<file path="src/rtl/rvga_types.sv">
// ----------------------------------------------------------------------------
// rvga_types
// Shared type definitions for the rvga membus arbiter.
//   state_t : arbiter FSM state (IDLE = ready to grant, BUSY = one
//             transaction outstanding on the downstream membus)
// ----------------------------------------------------------------------------
package rvga_types;

    typedef enum logic {
        IDLE = 1'b0,
        BUSY = 1'b1
    } state_t;

endpackage : rvga_types

</file>
<file path="src/rtl/rvga_rr_pick.sv">
// ----------------------------------------------------------------------------
// rvga_rr_pick
// Combinational grant selection for the membus arbiter.
//   RR_MODE = 1 : first requester searching upward from (i_last + 1) mod N
//   RR_MODE = 0 : lowest-index requester (index 0 highest priority)
// Ports:
//   i_req  [N_MASTERS-1:0] : request vector
//   i_last [IDX_W-1:0]     : index of the last granted master
//   o_gnt  [N_MASTERS-1:0] : one-hot grant (all zero when no request)
// ----------------------------------------------------------------------------
module rvga_rr_pick #(
    parameter int N_MASTERS = 2,
    parameter int RR_MODE   = 1,
    parameter int IDX_W     = 1
) (
    input  logic [N_MASTERS-1:0] i_req,
    input  logic [IDX_W-1:0]     i_last,
    output logic [N_MASTERS-1:0] o_gnt
);

    generate
        if (RR_MODE != 0) begin : g_rr
            logic             w_found;
            logic [IDX_W-1:0] w_idx;

            // Walk the N candidates starting just after the last winner;
            // the first one requesting takes the grant.
            always_comb begin
                o_gnt   = '0;
                w_found = 1'b0;
                w_idx   = '0;
                for (int k = 1; k <= N_MASTERS; k++) begin
                    w_idx = IDX_W'((int'(i_last) + k) % N_MASTERS);
                    if (!w_found && i_req[w_idx]) begin
                        o_gnt[w_idx] = 1'b1;
                        w_found      = 1'b1;
                    end
                end
            end
        end else begin : g_fixed
            logic w_unused_last;

            // Isolate the lowest set bit of the request vector.
            assign o_gnt         = i_req & (~i_req + N_MASTERS'(1));
            assign w_unused_last = ^i_last;
        end
    endgenerate

endmodule : rvga_rr_pick

</file>
<file path="src/rtl/rvga_membus_arb.sv">
// ----------------------------------------------------------------------------
// rvga_membus_arb
// N-master to single-slave membus arbiter with one outstanding transaction,
// round-robin or fixed-priority selection and a grant-to-resp watchdog.
// Ports:
//   clk, rst (async, active low)
//   m_addr_i/m_read_i/m_write_i/m_wdata_i : packed per-master request buses
//   m_rdata_o                             : read data broadcast to all masters
//   m_resp_o/m_err_o                      : per-master completion / timeout flag
//   s_addr_o/s_read_o/s_write_o/s_wdata_o : downstream request
//   s_rdata_i/s_resp_i                    : downstream response
// ----------------------------------------------------------------------------
module rvga_membus_arb
    import rvga_types::*;
#(
    parameter int N_MASTERS = 2,
    parameter int DATA_W    = 32,
    parameter int ADDR_W    = 32,
    parameter int RR_MODE   = 1,
    parameter int TIMEOUT   = 255
) (
    input  logic                        clk,
    input  logic                        rst,
    input  logic [N_MASTERS*ADDR_W-1:0] m_addr_i,
    input  logic [N_MASTERS-1:0]        m_read_i,
    input  logic [N_MASTERS-1:0]        m_write_i,
    input  logic [N_MASTERS*DATA_W-1:0] m_wdata_i,
    output logic [DATA_W-1:0]           m_rdata_o,
    output logic [N_MASTERS-1:0]        m_resp_o,
    output logic [N_MASTERS-1:0]        m_err_o,
    output logic [ADDR_W-1:0]           s_addr_o,
    output logic                        s_read_o,
    output logic                        s_write_o,
    output logic [DATA_W-1:0]           s_wdata_o,
    input  logic [DATA_W-1:0]           s_rdata_i,
    input  logic                        s_resp_i
);

    localparam int IDX_W = $clog2(N_MASTERS);
    localparam int CNT_W = (TIMEOUT > 1) ? $clog2(TIMEOUT + 1) : 1;

    state_t               r_state, w_state_next;
    logic [IDX_W-1:0]     r_gnt_idx, w_gnt_idx_next;
    logic [IDX_W-1:0]     r_last, w_last_next;
    logic [CNT_W-1:0]     r_cnt, w_cnt_next;
    logic [N_MASTERS-1:0] w_req;
    logic [N_MASTERS-1:0] w_pick;
    logic [IDX_W-1:0]     w_pick_idx;
    logic                 w_timeout;
    logic [ADDR_W-1:0]    w_addr  [N_MASTERS];
    logic [DATA_W-1:0]    w_wdata [N_MASTERS];

    genvar gi;
    generate
        for (gi = 0; gi < N_MASTERS; gi++) begin : g_unpack
            assign w_addr[gi]  = m_addr_i[gi*ADDR_W +: ADDR_W];
            assign w_wdata[gi] = m_wdata_i[gi*DATA_W +: DATA_W];
            assign w_req[gi]   = m_read_i[gi] | m_write_i[gi];
        end
    endgenerate

    rvga_rr_pick #(
        .N_MASTERS (N_MASTERS),
        .RR_MODE   (RR_MODE),
        .IDX_W     (IDX_W)
    ) u_pick (
        .i_req  (w_req),
        .i_last (r_last),
        .o_gnt  (w_pick)
    );

    always_comb begin
        w_pick_idx = '0;
        for (int k = 0; k < N_MASTERS; k++) begin
            if (w_pick[k]) begin
                w_pick_idx = w_pick_idx | IDX_W'(k);
            end
        end
    end

    // The watchdog fires in the TIMEOUT-th BUSY cycle; a resp arriving in
    // that same cycle wins and the transaction completes normally.
    generate
        if (TIMEOUT > 0) begin : g_wdog
            assign w_timeout = (r_state == BUSY) && (r_cnt == CNT_W'(TIMEOUT - 1)) && !s_resp_i;
        end else begin : g_no_wdog
            assign w_timeout = 1'b0;
        end
    endgenerate

    assign m_rdata_o = s_rdata_i;

    always_ff @(posedge clk or negedge rst) begin
        if (!rst) begin
            r_state   <= IDLE;
            r_gnt_idx <= '0;
            r_last    <= IDX_W'(N_MASTERS - 1);
            r_cnt     <= '0;
        end else begin
            r_state   <= w_state_next;
            r_gnt_idx <= w_gnt_idx_next;
            r_last    <= w_last_next;
            r_cnt     <= w_cnt_next;
        end
    end

    always_comb begin
        w_state_next   = r_state;
        w_gnt_idx_next = r_gnt_idx;
        w_last_next    = r_last;
        w_cnt_next     = r_cnt;
        s_addr_o       = '0;
        s_read_o       = 1'b0;
        s_write_o      = 1'b0;
        s_wdata_o      = '0;
        m_resp_o       = '0;
        m_err_o        = '0;
        case (r_state)
            IDLE: begin
                if (|w_req) begin
                    w_state_next   = BUSY;
                    w_gnt_idx_next = w_pick_idx;
                    w_last_next    = w_pick_idx;
                    w_cnt_next     = '0;
                end
            end
            BUSY: begin
                // The grant is held even if the master drops its request;
                // only resp or the watchdog ends the transaction.
                s_addr_o  = w_addr[r_gnt_idx];
                s_wdata_o = w_wdata[r_gnt_idx];
                s_read_o  = m_read_i[r_gnt_idx] & ~w_timeout;
                s_write_o = m_write_i[r_gnt_idx] & ~w_timeout;
                if (s_resp_i || w_timeout) begin
                    m_resp_o[r_gnt_idx] = 1'b1;
                    m_err_o[r_gnt_idx]  = w_timeout;
                    w_state_next        = IDLE;
                    w_cnt_next          = '0;
                end else if (TIMEOUT > 0) begin
                    w_cnt_next = r_cnt + 1'b1;
                end
            end
            default: begin
                w_state_next = IDLE;
            end
        endcase
    end

endmodule : rvga_membus_arb

</file>
<file path="config.mk">
export PLATFORM = sky130hd
export DESIGN_NAME = rvga_membus_arb
export DESIGN_NICKNAME = d
export VERILOG_FILES = /design/src/rtl/rvga_types.sv /design/src/rtl/rvga_rr_pick.sv /design/src/rtl/rvga_membus_arb.sv
export SDC_FILE = /design/constraint.sdc
export NUM_CORES = 1
export LEC_CHECK = 0
export ABC_AREA = 1
export BUFFER_PORTS_ARGS = -buffer_cell sky130_fd_sc_hd__buf_2
export CORE_AREA = 2 2 105 107
export CTS_BUF_LIST = sky130_fd_sc_hd__clkbuf_4 sky130_fd_sc_hd__clkbuf_8 sky130_fd_sc_hd__clkbuf_16
export DETAILED_ROUTE_END_ITERATION = 10
export DIE_AREA = 0 0 107 109
export PLACE_DENSITY = 0.58
export RECOVER_POWER = 100
export SYNTH_ARGS = -nofsm -noshare
export SYNTH_HDL_FRONTEND = slang
export SYNTH_SLANG_ARGS = --single-unit
</file>
<file path="constraint.sdc">
create_clock -name clk -period 1.5 [get_ports clk]
set_input_delay 0.225 -clock clk [delete_from_list [all_inputs] [get_ports clk]]
set_output_delay 0.225 -clock clk [all_outputs]
set_load 0.01 [all_outputs]
</file>
==> qor.yml, run 1 <==
sta:
  skew_ns: 0.00358
  hold_violations: 0
  slew_headroom_pct: 58.4
  grt_setup_unrepaired: "yes"
  fin_tns_setup_ns: -9.33
  setup_ws_ns: -0.199
  worst_slew_pin_slew_ns: 0.624
  timing.hold.ws_ns: 0.322
  drv_slew: 0
  period_minus_slack_ns: 1.70
  setup_violations: 70
  final.period_utilization_pct: 113
  fmax_mhz: 589
route:
  viasPerCell: 4.42
  dr.pass1.iters: 4
  drt_wl_total_um: 10400
  avgRoutedWirePerCell_um: 15.3
  ant_nets: 0
  via_count: 3017
  remaining_drc_errors: 0
  drtIter0Drc: 132
clock_network:
  cts.path.max_buffers: 2
  cts_tree: "done"
  cts_max_level: 1
  clk_latency_ns: 0.24
  clock_sinks: 11
  cts_buffers: 3
  root_buffer: "clkbuf_8"
  path_clk_slew_ns: 0.05
global_route:
  track_usage_pct: 14.4
  grt_pass1_wl_um: 13400
  antenna_found_initial: 0
  grt.overflow.total: 0
  grt_pass1_vias: 2709
  grt_max_degree: 26
synth:
  synthArstFlopShare_pct: 100
  synth_edf_count: 0
  ys_warn_count: 0
  synth_most_common_cell: "nand2_1"
  synthTopCellsByArea: "nand2_1 29%, a21oi_2 25%, buf_4 12%"
  syn_area_per_cell_um2: 6.14
  synth_area_um2: 2100
  synth-main-ff-cell: "dfrtp_1"
  seq_area_frac_synth_pct: 13.2
  ys_seq_elements: 11
  syn-instance-count: 342
  syn_nets: 511
  ys_types: 21
  synth_area_leader_cell: "nand2_1"
  yosysTopAreaCellShare_pct: 28.8
  synthTopCellsByCount: "161 x nand2_1, 60 x a21oi_2, 34 x buf_4, 11 x inv_1, 11 x nor2_1"
die:
  die_y_um: 109
  die_w_um: 107
  core_area_um2: 10600
  start_util_pct: 19.8
  rows: 38
  dieArea_um2: 11700
  num_io_pins: 269
cells_and_area:
  num-fill-cells: 1064
  areaGrowthSynthToFinish_pct: 110
  fin_nets: 712
  drive_gt1_share_pct: 80.8
  antenna_cells: 0
status:
  failed_checks: "negative setup slack"
  status: "finished, violations left"
pwr:
  cellPowerDensity_nw_per_um2: 1870
  power.leakage_nw: 2.37
  peakVddDrop_v: 0.000714
  power_mw: 8.25
setup_path:
  crit_chain: "inv_8 > buf_12 > clkbuf_16 > nand2_4 > a21oi_2 > buf_2"
  crit_type: "reg2out"
  crit_path_end_kind: "primary output"
  cp_max_fo: 8
  slowest_delay_ns: 0.47
  slowest_stage: "dfrtp_2"
  cp_data_required_time_ns: 1.27
  arrival_ns: 1.47
  startpoint_type: "flop"
placed_design:
  dp_hpwl_um: 6300
  port_buffers: 204
  gp_congestion: 0.775
hold_path:
  min_path_type: "in2reg"
job:
  drv_cap: 0
## cell usage in the layout (no fill, tap or decap), drive strengths merged
cell,n
buf,240
nand2,162
a21oi,64
nor2,13
inv,13
clkbuf,13
dfrtp,10
o21ai,9
nand3,9
xor2,3
ha,2
clkinv,1
xnor2,1
dlygate4sd3,1
dfstp,1
## final timing paths
check	start	slack, ns	endpoint	cells past startpoint
setup / recovery	r_gnt_idx	-0.20	s_addr_o[6]	6
hold / removal	m_write_i[1]	0.32	r_cnt[6]	4
setup reg to reg	r_cnt[1]	0.18	r_state	8
hold reg to reg	r_last	0.50	r_last	2
max in group asynchronous	rst	0.55	r_gnt_idx	2
min in group asynchronous	rst	0.51	r_cnt[0]	2
## cells by family (layout without fill, tap and decap cells)
kind of cell | Yosys count | count (layout) | share of synthesized area [%]
buffers and inverters | 68 | 268 | 21.9
adder cells (fa/ha/maj) | 2 | 2 | 1.19
flip-flops | 11 | 11 | 13.2
AND/OR/NAND/NOR | 184 | 184 | 34.0
XOR/XNOR | 4 | 4 | 1.67
AO/OA/AOI/OAI | 73 | 73 | 28.1
## metrics by stage
stage,utilization [%],instance area (µm²),instances,worst slack [ns]
4_1_cts,36.4,3860,677,-0.188
3_5_place_dp,28.3,3000,641,0.0741
5_1_grt,41.7,4420,682,-0.309
3_3_place_gp,28.3,3000,641,0.0679
2_1_floorplan,-,2100,342,0.144
6_report,41.7,4420,682,-0.199
## layer usage
| layer | vias to the layer above | wire, µm | global-route usage (%) |
|---|---|---|---|
| met2 | 127 | 5450 | 26.4 |
| met4 | 0 | 155 | 3.25 |
| met3 | 12 | 664 | 2.63 |
| met5 | - | 0 | 0 |
| met1 | 1422 | 4130 | 17.4 |
| li1 | 1456 | - | - |
## final cells by class
class / count / area [µm²] / share of cell area, %
sequential: 11 / 278 / 6.29
timing repair buffer: 250 / 1860 / 42.2
tap: 140 / 175 / 3.96
multi-input combinational: 263 / 1990 / 44.9
inverter: 14 / 67.6 / 1.53
clock buffer: 4 / 48.8 / 1.10
## flip-flops by register name, summed over array words and instances, names as in the netlist
signal	count
r_state	1
r_last	1
r_gnt_idx	1
r_cnt	8
## worst max-delay path, delay by kind of cell, from the launching register on
kind	cells	cell delay, ns
AO/OA/AOI/OAI	1	0.12
buffers and inverters	4	0.59
flip-flops	1	0.47
AND/OR/NAND/NOR	1	0.05
## power breakdown
part	switching (mW)	internal, mW
combinational	3.85	3.63
clock	0.116	0.205
sequential	0.0717	0.367
total	4.04	4.21
## repair_timing
| action | 4_1_cts | 5_1_grt |
|---|---|---|
| buffers inserted | 19 | 12 |
| pin swaps | 21 | 49 |
| resized for setup | 86 | 149 |
| hold buffers | 1 | 0 |
| cloned | 13 | 7 |
| hold endpoints to repair | 10 | 0 |
| setup endpoints to repair | 70 | 79 |
No activity file was read; power rests on OpenSTA's default activity.
==> run 2: changes to the inputs <==
--- a/config.mk
+++ b/config.mk
@@ -11,6 +11,7 @@
 export CTS_BUF_LIST = sky130_fd_sc_hd__clkbuf_4 sky130_fd_sc_hd__clkbuf_8 sky130_fd_sc_hd__clkbuf_16
 export DETAILED_ROUTE_END_ITERATION = 10
 export DIE_AREA = 0 0 107 109
+export MAX_ROUTING_LAYER = met4
 export PLACE_DENSITY = 0.58
 export RECOVER_POWER = 100
 export SYNTH_ARGS = -nofsm -noshare
==> run 2 against run 1 <==
The flow still finishes with violations (negative setup slack). Non-clock buffer count unchanged. Design area fell by 0.11%. Die area stayed put. Power is essentially flat. Maximum frequency rose by 0.20%. Cell count stayed put. Hold slack barely moved. First-iteration DRC count shrank 12%. Critical path type unchanged.
==> qor.yml, run 2 (same netlist as run 1, synthesis figures left out) <==
cells_and_area:
  num-fill-cells: 1065
  fin_util_pct: 41.6
  largest_reg_flops: 8
  largest_register: "r_cnt"
  stdcell_count: 682
  fin_nets: 712
  final_area_um2: 4410
  final_cell_mix: "202 x buf_2, 64 x a21oi_2, 62 x nand2_4"
  multiInputGateArea_um2: 1980
  areaGrowthSynthToFinish_pct: 110
  drive_gt1_share_pct: 80.8
  antenna_cells: 0
  layout_commonest_cell: "buf_2"
  seqCellArea_um2: 278
route:
  viasPerCell: 4.39
  ant_nets: 0
  avgRoutedWirePerCell_um: 15.3
  via_count: 2997
  drt_wl_total_um: 10400
  remaining_drc_errors: 0
  drtIter0Drc: 116
  dr.pass1.iters: 4
setup_path:
  rrSetupSlack_ns: 0.18
  path_buf_inv: 4
  crit_chain: "inv_8 > buf_12 > clkbuf_16 > nand2_4 > a21oi_2 > buf_2"
  slowest_delay_ns: 0.47
  rr_startpoint: "r_cnt[1]"
  crit_family: "buffers and inverters"
  startpoint_type: "flop"
  cp_data_required_time_ns: 1.27
  slowest_stage: "dfrtp_2"
  reg2regPathDepth: 8
  crit_type: "reg2out"
  r2r_end: "r_state"
  crit_path_end_kind: "primary output"
  cp_max_fo: 8
  arrival_ns: 1.47
clock_network:
  path_clk_slew_ns: 0.05
  cts_buffers: 3
  clock_sinks: 11
  cts_tree: "done"
  cts.path.max_buffers: 2
  clk_latency_ns: 0.24
  cts_max_level: 1
  root_buffer: "clkbuf_8"
die:
  start_util_pct: 19.8
  dieArea_um2: 11700
  rows: 38
  num_io_pins: 269
  die_y_um: 109
  die_w_um: 107
  core_area_um2: 10600
sta:
  fin_tns_setup_ns: -9.32
  slew_headroom_pct: 57.1
  final.period_utilization_pct: 113
  setup_violations: 70
  drv_slew: 0
  worst_slew_pin_slew_ns: 0.643
  setup_ws_ns: -0.196
  skew_ns: 0.00369
  period_minus_slack_ns: 1.70
  fmax_mhz: 590
  grt_setup_unrepaired: "yes"
  hold_violations: 0
global_route:
  grt_pass1_vias: 2708
  grt_max_degree: 26
  grt_pass1_wl_um: 13400
  track_usage_pct: 14.8
  grt.overflow.total: 0
  antenna_found_initial: 0
hold_path:
  whs_path_depth: 4
  hold_start: "m_write_i[1]"
  min_path_type: "in2reg"
  min_to: "r_cnt[6]"
placed_design:
  dpl.cell_count: 641
  place_area_um2: 3000
  dp_hpwl_um: 6300
  port_buffers: 204
  gp_congestion: 0.786
pwr:
  power.leakage_nw: 2.36
  cellPowerDensity_nw_per_um2: 1870
  power_mw: 8.24
  peakVddDrop_v: 0.000714
status:
  failed_checks: "negative setup slack"
  status: "finished, violations left"
job:
  drv_cap: 0
-- run 2: cell count changes in the layout (fill, tap and decap cells not counted) --
cell | before | now
nand2_2 | 48 | 49
nand2_4 | 63 | 62
-- run 2: worst register-to-register path, delay by kind of cell (launching register included) --
kind / cells / cell delay [ns]
AND/OR/NAND/NOR: 4 / 0.28
flip-flops: 1 / 0.41
adder cells (fa/ha/maj): 1 / 0.20
buffers and inverters: 3 / 0.32
-- run 2: repair_timing --
| action | CTS | global route |
|---|---|---|
| setup buffers | 19 | 12 |
| cloned | 13 | 7 |
| hold buffers | 1 | 0 |
| endpoints found under the hold margin | 10 | 0 |
| resized for setup | 86 | 148 |
| endpoints found under the setup margin | 70 | 79 |
| pin swaps | 21 | 48 |
-- run 2: cell type report --
class | count | area share [%]
Clock buffer | 4 | 1.11
Inverter | 14 | 1.53
Multi-Input combinational cell | 263 | 44.9
Sequential cell | 11 | 6.29
Tap cell | 140 | 3.97
Timing Repair Buffer | 250 | 42.2
-- run 2: worst max-delay path by stage --
stage / cells after the start / startpoint / endpoint / slack (ns)
after floorplan: 8 / r_cnt[0] / m_err_o[0] / 0.14
after global placement: 10 / r_cnt[0] / s_read_o / 0.07
after detailed placement: 10 / r_cnt[0] / s_read_o / 0.07
after CTS: 10 / r_cnt[0] / s_read_o / -0.19
after global routing: 9 / r_cnt[1] / s_write_o / -0.31
final: 6 / r_gnt_idx / s_addr_o[6] / -0.20
-- run 2: power by group --
part           switching, mW  internal (mW)
clock                  0.116          0.205
combinational           3.85           3.63
sequential            0.0719          0.367
-- run 2: per-stage QoR --
step,hold WS [ns],setup slack (ns)
final,0.321,-0.196
after global routing,0.370,-0.309
after CTS,0.320,-0.188
after detailed placement,0.116,0.0741
after global placement,0.111,0.0679
after floorplan,-0.0706,0.144
-- run 2: per-layer routing --
layer	vias up	GRT usage (%)	routed length [µm]
li1	1453	-	-
met4	0	3.25	155
met5	-	-	0
met2	132	26.5	5420
met1	1401	17.5	4170
met3	11	2.51	669
==> run 3: changes to the inputs <==
==> constraint.sdc (replaced) <==
create_clock -name clk -period 1.7 [get_ports clk]
set_input_delay 0.255 -clock clk [delete_from_list [all_inputs] [get_ports clk]]
set_output_delay 0.255 -clock clk [all_outputs]
set_load 0.01 [all_outputs]
==> run 3 against run 2 <==
The flow still finishes with violations (negative setup slack). Power shrank 45%. Utilization down 12 points. Register-to-register slack gained 0.19 ns. Critical endpoint is now m_err_o[1]. Largest cell class unchanged.
==> qor.yml, run 3 (same netlist as run 1, synthesis figures left out) <==
setup_path:
  rr_startpoint: "r_cnt[0]"
  reg2regPathDepth: 10
  r2r_end: "r_cnt[7]"
  cp-startpoint: "r_cnt[0]"
  cp-endpoint: "m_err_o[1]"
  cp_max_fo: 4
  rrSetupSlack_ns: 0.37
  cp_data_required_time_ns: 1.44
  startpoint_type: "flop"
  arrival_ns: 1.47
  crit_type: "reg2out"
  crit_path_end_kind: "primary output"
die:
  die_w_um: 107
  start_util_pct: 19.8
  rows: 38
  num_io_pins: 269
  core_area_um2: 10600
  dieArea_um2: 11700
  die_y_um: 109
sta:
  period_minus_slack_ns: 1.72
  hold_violations: 0
  setup_ws_ns: -0.0233
  final.period_utilization_pct: 101
  skew_ns: 0.00542
  fmax_mhz: 580
  grt_setup_unrepaired: "yes"
  setup_violations: 5
  worst_slew_pin_slew_ns: 0.600
  slew_headroom_pct: 60.0
  timing.hold.ws_ns: 0.376
  drv_slew: 0
clock_network:
  root_buffer: "clkbuf_8"
  clk_latency_ns: 0.24
  clock_sinks: 11
  cts.path.max_buffers: 2
  path_clk_slew_ns: 0.05
  cts_tree: "done"
  cts_max_level: 1
  cts_buffers: 3
cells_and_area:
  final_cell_mix: "202 x buf_2, 160 x nand2_1, 60 x a21oi_2"
  fin_util_pct: 29.8
  fin_nets: 679
  antenna_cells: 0
  drive_gt1_share_pct: 58.3
  largest_register: "r_cnt"
  layout_commonest_cell: "buf_2"
  largest_reg_flops: 8
  areaGrowthSynthToFinish_pct: 50.3
global_route:
  grt_pass1_vias: 2237
  grt_max_degree: 70
  grt.overflow.total: 0
  antenna_found_initial: 0
  grt_pass1_wl_um: 10400
  track_usage_pct: 11.0
status:
  failed_checks: "negative setup slack"
  status: "finished, violations left"
route:
  viasPerCell: 4.25
  dr.pass1.iters: 4
  ant_nets: 0
  remaining_drc_errors: 0
  drt_wl_total_um: 8370
  drtIter0Drc: 137
  avgRoutedWirePerCell_um: 12.9
  via_count: 2758
placed_design:
  port_buffers: 204
  place_ws_ns: 0.193
  gp_congestion: 0.772
  dp_hpwl_um: 6100
job:
  drv_cap: 0
pwr:
  peakVddDrop_v: 0.000846
  cellPowerDensity_nw_per_um2: 1430
  power.leakage_nw: 1.73
hold_path:
  min_path_type: "in2reg"
## run 3: critical path: stages (launching register included)
cell and delay (ns):
dfrtp_1 0.37, inv_1 0.06, ha_2 0.16, inv_2 0.03
nor2_2 0.08, nand2_2 0.08, nor2_4 0.15, nand2_4 0.08
nor2_2 0.10, buf_2 0.13
## run 3: worst min path at each step
stage          depth (start not counted)        to    startpoint
3_5_place_dp                           1  r_cnt[1]           rst
3_3_place_gp                           1  r_cnt[1]           rst
4_1_cts                                5   r_state  m_write_i[1]
2_1_floorplan                          0  r_cnt[0]           rst
5_1_grt                                4  r_cnt[6]  m_write_i[1]
6_report                               4  r_cnt[6]  m_write_i[1]
## run 3: cell type report
cell class                 count  area (µm²)
fill                        1162        7440
multi-input combinational    263        1400
timing repair buffer         217        1200
sequential                    11         278
tap                          140         175
inverter                      14        56.3
clock buffer                   4        48.8
## run 3: timing repair
| action | in CTS | in global routing |
|---|---|---|
| gates cloned | 0 | 3 |
| hold endpoints to repair | 10 | 0 |
| endpoints found under the setup margin | 7 | 65 |
| setup buffers | 2 | 0 |
| pin swaps | 0 | 6 |
| hold buffers | 1 | 0 |
| gates resized for setup | 0 | 13 |
## run 3: through the flow
step / power (mW) / TNS [ns] / instance area (µm²) / cells
3_3_place_gp: 3.91 / 0 / 2980 / 639
4_1_cts: 4.26 / -0.0193 / 3060 / 646
2_1_floorplan: 2.92 / 0 / 2100 / 342
3_5_place_dp: 3.97 / 0 / 2980 / 639
5_1_grt: 4.90 / -0.768 / 3160 / 649
6_report: 4.53 / -0.0443 / 3160 / 649
## run 3: routing by layer
| layer | up-vias | wire, µm | global-route usage (%) |
|---|---|---|---|
| met3 | 4 | 603 | 1.79 |
| met2 | 134 | 4310 | 20.1 |
| met5 | - | 0 | - |
| met1 | 1239 | 3420 | 13.1 |
| li1 | 1381 | - | - |
| met4 | 0 | 31 | 1.11 |
## run 3: report_power, final
group	internal, mW	switching [mW]	leakage [nW]
Sequential	0.324	0.0465	0.143
Clock	0.180	0.0942	0.0262
Combinational	1.51	2.38	1.56
Total	2.01	2.52	1.73
